===== config.mk =====
export PLATFORM = sky130hd
export DESIGN_NAME = uart_tx_framer
export DESIGN_NICKNAME = d
export VERILOG_FILES = /design/src/rtl/uart_tx_framer.sv
export SDC_FILE = /design/constraint.sdc
export NUM_CORES = 1
export LEC_CHECK = 0
export BUFFER_PORTS_ARGS = -buffer_cell sky130_fd_sc_hd__clkbuf_2
export CAP_MARGIN = 0
export CORE_UTILIZATION = 59
export CTS_CLUSTER_DIAMETER = 30
export CTS_CLUSTER_SIZE = 28
export DETAILED_ROUTE_END_ITERATION = 10
export GPL_ROUTABILITY_DRIVEN = 0
export PLACE_DENSITY = 0.87
export SLEW_MARGIN = 20
export SYNTH_ARGS = -nofsm -noshare
export SYNTH_HDL_FRONTEND = slang
export SYNTH_SLANG_ARGS = --single-unit

===== constraint.sdc =====
create_clock -name clk -period 3.2 [get_ports clk]
set_clock_uncertainty 0.2 [all_clocks]
set_input_delay 0.16 -clock clk [delete_from_list [all_inputs] [get_ports clk]]
set_output_delay 0.16 -clock clk [all_outputs]
set_load 0.03 [all_outputs]

===== src/rtl/uart_tx_framer.sv =====
// UART transmit framer: small word FIFO feeding a start/data/parity/stop
// serialiser with a registered serial output.
module uart_tx_framer #(
    parameter int CLK_DIV    = 1250,
    parameter int DATA_BITS  = 8,
    parameter int PARITY     = 0,
    parameter int STOP_BITS  = 1,
    parameter int FIFO_DEPTH = 4
) (
    input  logic                          clk,
    input  logic                          rst,
    input  logic [DATA_BITS-1:0]          i_data,
    input  logic                          i_valid,
    output logic                          o_ready,
    output logic                          o_txd,
    output logic                          o_busy,
    output logic [$clog2(FIFO_DEPTH):0]   o_level
);

    localparam int AW       = $clog2(FIFO_DEPTH);
    localparam int LW       = AW + 1;
    localparam int STOP_LEN = STOP_BITS * CLK_DIV;
    localparam int TW       = $clog2(STOP_LEN);
    localparam int BCW      = $clog2(DATA_BITS);

    if (CLK_DIV < 2) begin : g_bad_div
        $error("uart_tx_framer: CLK_DIV must be at least 2");
    end
    if (DATA_BITS < 5 || DATA_BITS > 9) begin : g_bad_bits
        $error("uart_tx_framer: DATA_BITS must be 5..9");
    end
    if (PARITY < 0 || PARITY > 2) begin : g_bad_par
        $error("uart_tx_framer: PARITY must be 0, 1 or 2");
    end
    if (STOP_BITS < 1 || STOP_BITS > 2) begin : g_bad_stop
        $error("uart_tx_framer: STOP_BITS must be 1 or 2");
    end
    if (FIFO_DEPTH < 2 || (FIFO_DEPTH & (FIFO_DEPTH - 1)) != 0) begin : g_bad_depth
        $error("uart_tx_framer: FIFO_DEPTH must be a power of 2, at least 2");
    end

    typedef enum logic [2:0] {
        IDLE,
        START,
        DATA,
        PAR,
        STOP
    } state_e;

    state_e                state_q, state_d;
    logic [TW-1:0]         timer_q, timer_d;
    logic [BCW-1:0]        bit_cnt_q, bit_cnt_d;
    logic [DATA_BITS-1:0]  shift_q, shift_d;
    logic                  par_q, par_d;
    logic                  txd_q, txd_d;

    logic [DATA_BITS-1:0]  mem_q [FIFO_DEPTH];
    logic [AW-1:0]         wr_ptr_q, wr_ptr_d;
    logic [AW-1:0]         rd_ptr_q, rd_ptr_d;
    logic [LW-1:0]         level_q, level_d;

    logic                  full;
    logic                  push;
    logic                  pop;
    logic                  start_frame;
    logic                  timer_end;
    logic                  stop_end;
    logic [DATA_BITS-1:0]  head;
    logic                  head_par;

    assign full      = (level_q == LW'(FIFO_DEPTH));
    assign push      = i_valid && !full;
    assign head      = mem_q[rd_ptr_q];
    assign head_par  = (PARITY == 1) ? ~(^head) : (^head);
    assign timer_end = (timer_q == TW'(CLK_DIV - 1));
    assign stop_end  = (timer_q == TW'(STOP_LEN - 1));

    always_comb begin
        wr_ptr_d = wr_ptr_q;
        rd_ptr_d = rd_ptr_q;
        level_d  = level_q;
        if (push) begin
            wr_ptr_d = wr_ptr_q + AW'(1);
        end
        if (pop) begin
            rd_ptr_d = rd_ptr_q + AW'(1);
        end
        unique case ({push, pop})
            2'b10:   level_d = level_q + LW'(1);
            2'b01:   level_d = level_q - LW'(1);
            default: level_d = level_q;
        endcase
    end

    always_comb begin
        state_d     = state_q;
        timer_d     = timer_q;
        bit_cnt_d   = bit_cnt_q;
        shift_d     = shift_q;
        par_d       = par_q;
        txd_d       = txd_q;
        pop         = 1'b0;
        start_frame = 1'b0;

        if (state_q != IDLE) begin
            timer_d = timer_q + TW'(1);
        end

        unique case (state_q)
            IDLE: begin
                txd_d   = 1'b1;
                timer_d = '0;
                if (level_q != '0) begin
                    start_frame = 1'b1;
                end
            end
            START: begin
                if (timer_end) begin
                    state_d   = DATA;
                    timer_d   = '0;
                    bit_cnt_d = '0;
                    txd_d     = shift_q[0];
                    shift_d   = shift_q >> 1;
                end
            end
            DATA: begin
                if (timer_end) begin
                    timer_d = '0;
                    if (bit_cnt_q == BCW'(DATA_BITS - 1)) begin
                        if (PARITY != 0) begin
                            state_d = PAR;
                            txd_d   = par_q;
                        end else begin
                            state_d = STOP;
                            txd_d   = 1'b1;
                        end
                    end else begin
                        bit_cnt_d = bit_cnt_q + BCW'(1);
                        txd_d     = shift_q[0];
                        shift_d   = shift_q >> 1;
                    end
                end
            end
            PAR: begin
                if (timer_end) begin
                    state_d = STOP;
                    timer_d = '0;
                    txd_d   = 1'b1;
                end
            end
            STOP: begin
                if (stop_end) begin
                    timer_d = '0;
                    if (level_q != '0) begin
                        start_frame = 1'b1;
                    end else begin
                        state_d = IDLE;
                        txd_d   = 1'b1;
                    end
                end
            end
            default: begin
                state_d = IDLE;
                timer_d = '0;
                txd_d   = 1'b1;
            end
        endcase

        // Loading the head here lets a queued word follow STOP with no gap.
        if (start_frame) begin
            pop       = 1'b1;
            shift_d   = head;
            par_d     = head_par;
            timer_d   = '0;
            bit_cnt_d = '0;
            state_d   = START;
            txd_d     = 1'b0;
        end
    end

    always_ff @(posedge clk or posedge rst) begin
        if (rst) begin
            state_q   <= IDLE;
            timer_q   <= '0;
            bit_cnt_q <= '0;
            shift_q   <= '0;
            par_q     <= 1'b0;
            txd_q     <= 1'b1;
            wr_ptr_q  <= '0;
            rd_ptr_q  <= '0;
            level_q   <= '0;
        end else begin
            state_q   <= state_d;
            timer_q   <= timer_d;
            bit_cnt_q <= bit_cnt_d;
            shift_q   <= shift_d;
            par_q     <= par_d;
            txd_q     <= txd_d;
            wr_ptr_q  <= wr_ptr_d;
            rd_ptr_q  <= rd_ptr_d;
            level_q   <= level_d;
        end
    end

    always_ff @(posedge clk) begin
        if (push) begin
            mem_q[wr_ptr_q] <= i_data;
        end
    end

    assign o_ready = !full;
    assign o_txd   = txd_q;
    assign o_busy  = (state_q != IDLE);
    assign o_level = level_q;

endmodule


==> impl_metrics.yaml <==
status:
  outcome: "complete, no violations"
finish:
  antennaDiodeCount: 0
  final_core_util_pct: 71.8
  nets: 262
  layout-drive-gt1-share_pct: 20.7
  most-common-layout-cells: "dfrtp_1 (32), edfxtp_1 (32), clkbuf_2 (16), nor2_1 (14), nand3_1 (12)"
  syn_to_final_growth_pct: 16.4
  stdcell_count: 313
  multiInputGateArea_um2: 1030
  ff_latch_area_um2: 1790
  stdcell_area_um2: 3390
  fillers: 320
sta:
  drv_slew: 0
  worst_slew_pin_slew_ps: 582
  timing.final.ws_setup_ps: 361
  max_slew_margin_pct: 61.2
  rsz0062_at_grt: "false"
  hold_slack_ps: 228
  fin_tns_setup_ps: 0
  hold_viol_final: 0
  setup_viol: 0
  min_period_over_period_pct: 88.7
  finalCriticalPeriod_ps: 2840
  max_freq_mhz: 352
floorplan:
  core_um2: 4720
  die_area_um2: 5220
  fp.dieW_um: 72.3
  initial_core_util_pct: 61.7
  fp.dieH_um: 72.3
  io_pins: 17
  num_rows: 25
worst_setup_path:
  critPathLaunch: "timer_q[2]"
  worstPathRequired_ps: 3230
  r2r_start: "timer_q[2]"
  endpoint: "o_level[2]"
  worst_ep_arrival_time_ps: 2870
  rrSetupSlack_ps: 360
  reg2reg_to: "o_level[2]"
  start_kind: "flip-flop"
  criticalPathCategory: "flip-flop to flip-flop"
  r2r_cells: 9
  path_max_fanout: 5
  crit_path_end_kind: "flip-flop"
clocking:
  postCtsSetupRepairBufs: 0
  cts.htree.levels: 3
  numCtsBuffers: 9
  cts-root-buf: "clkbuf_8"
  clock_sinks: 65
  cts_max_path_buffers: 2
  clock_latency_ps: 340
  path_clk_slew_ps: 70
  cts_tree: "built"
  postCtsResizedCells: 0
power_and_ir_drop:
  leakage_nw: 1.44
  pwr_density_cell_nw_per_um2: 634
  irDropWorstVdd_mv: 0.726
  power_mw: 2.15
place:
  hpwl_mm: 3.19
  placed_area_um2: 3060
  dpl.cell_count: 287
  io_buffer_count: 16
  dp_slack_ps: 421
routing:
  ant_nets: 0
  wl_mm: 4.80
  vias: 1705
  drc: 0
  drt-initial-drc-count: 120
  detail_route.first_pass.iterations: 4
  vias_per_cell: 5.45
  wl_per_cell_um: 15.3
synthesis:
  syn-instance-count: 208
  synth_seq_area_share_pct: 61.4
  synth.distinct_cells: 43
  syn-cell-area_um2: 2910
  ys_warn_count: 0
  synthesis.nets: 229
  synth_seq_cells: 65
  synth_area_per_cell_um2: 14.0
hold_path:
  hold_class: "input port to async pin"
job:
  max_cap_violations: 0
global_routing:
  grt_start_max_net_pins: 34
  gr-total-overflow: 0
  grt_pass1_vias: 1796
  grt_use_total_pct: 21.5
  grt_pass1_wl_mm: 8.18
  antenna_found_initial: 0
-- cell families (layout without fill, tap and decap cells) --
family | count (synthesis) | after routing | synth area share [%]
adders and majority gates | 10 | 10 | 4.55
DFF | 65 | 65 | 61.4
muxes | 20 | 20 | 10.5
and+or+nand+nor | 59 | 59 | 10.9
AOI/OAI and AO/OA | 19 | 19 | 5.03
buffers and inverters | 20 | 58 | 3.18
xor gates and xnor gates | 15 | 15 | 4.51
-- layout make-up --
cell class / count / share of cell area (%)
Sequential cell: 65 / 52.7
Multi-Input combinational cell: 123 / 30.4
Timing Repair Buffer: 31 / 6.42
Clock buffer: 10 / 4.06
Clock inverter: 6 / 2.66
Tap cell: 67 / 2.47
Inverter: 11 / 1.22
-- repair_timing --
item	in CTS	in global routing
setup endpoints to repair	0	0
endpoints found under the hold margin	65	0
hold buffers	10	0
-- flip-flops by register name, summed over array words and instances (netlist names) --
register   cells
o_txd          1
timer_q       11
state_q        3
o_level        3
mem_q         32
wr_ptr_q       2
shift_q        8
bit_cnt_q      3
rd_ptr_q       2
-- cells in the mapped netlist --
cell type / n / area [µm²]
a2111o_1: 1 / 11.3
a21boi_4: 1 / 18.8
a21o_1: 1 / 7.51
a22o_1: 2 / 17.5
and2_1: 3 / 18.8
and3_1: 5 / 31.3
and4_1: 1 / 8.76
buf_1: 2 / 7.51
buf_2: 2 / 10.0
buf_6: 2 / 22.5
clkbuf_1: 3 / 11.3
dfrtp_1: 32 / 801
dfstp_2: 1 / 26.3
edfxtp_1: 32 / 961
fa_1: 1 / 20.0
ha_1: 9 / 113
inv_1: 11 / 41.3
mux2_4: 1 / 15.0
mux2i_1: 11 / 110
mux4_2: 8 / 180
nand2_1: 6 / 22.5
nand3_1: 12 / 60.1
nand4_1: 3 / 18.8
nand4b_1: 1 / 8.76
nor2_1: 14 / 52.6
nor2b_1: 3 / 18.8
nor3_1: 4 / 20.0
nor3_2: 1 / 10.0
nor3b_1: 1 / 7.51
o21ai_0: 1 / 5.00
o21ai_1: 8 / 40.0
o2bb2ai_1: 1 / 8.76
o311ai_1: 1 / 8.76
o31ai_1: 1 / 7.51
o31ai_2: 1 / 12.5
o32ai_1: 1 / 8.76
or2_1: 1 / 6.26
or3_1: 1 / 6.26
or3b_2: 1 / 8.76
or4_1: 1 / 7.51
or4b_1: 1 / 10.0
xnor2_1: 7 / 61.3
xor2_1: 8 / 70.1
-- worst max-delay path, cell delays in order (launching register included) --
cell,delay [ps]
dfrtp_1,420
or4_1,580
o31ai_2,240
and2_1,210
ha_1,220
inv_1,70
fa_1,390
xor2_1,200
nor2_1,70
xor2_1,130
-- metal layers --
metal,vias up,share of wire [%],GRT usage (%)
li1,827,-,-
met1,840,45,27.1
met2,28,50,35.7
met3,10,3.0,4.58
met4,0,2.0,10.0
met5,-,0,0
-- report_power, final --
part | leakage, nW | switching, mW | internal, mW
Combinational | 0.624 | 0.203 | 0.116
Clock | 0.113 | 0.320 | 0.462
Sequential | 0.701 | 0.0498 | 1.00
Total | 1.44 | 0.572 | 1.58
-- worst min-delay path by stage --
stage                       end  slack, ps  depth (start not counted)
global placement     o_level[0]         40                          3
finish               o_level[2]        230                          4
detailed placement   o_level[0]         50                          3
CTS                  o_level[1]        240                          4
global route         o_level[2]        260                          4
floorplan           mem_q[0][0]         60                          0
(Power assumes the default switching activity.)
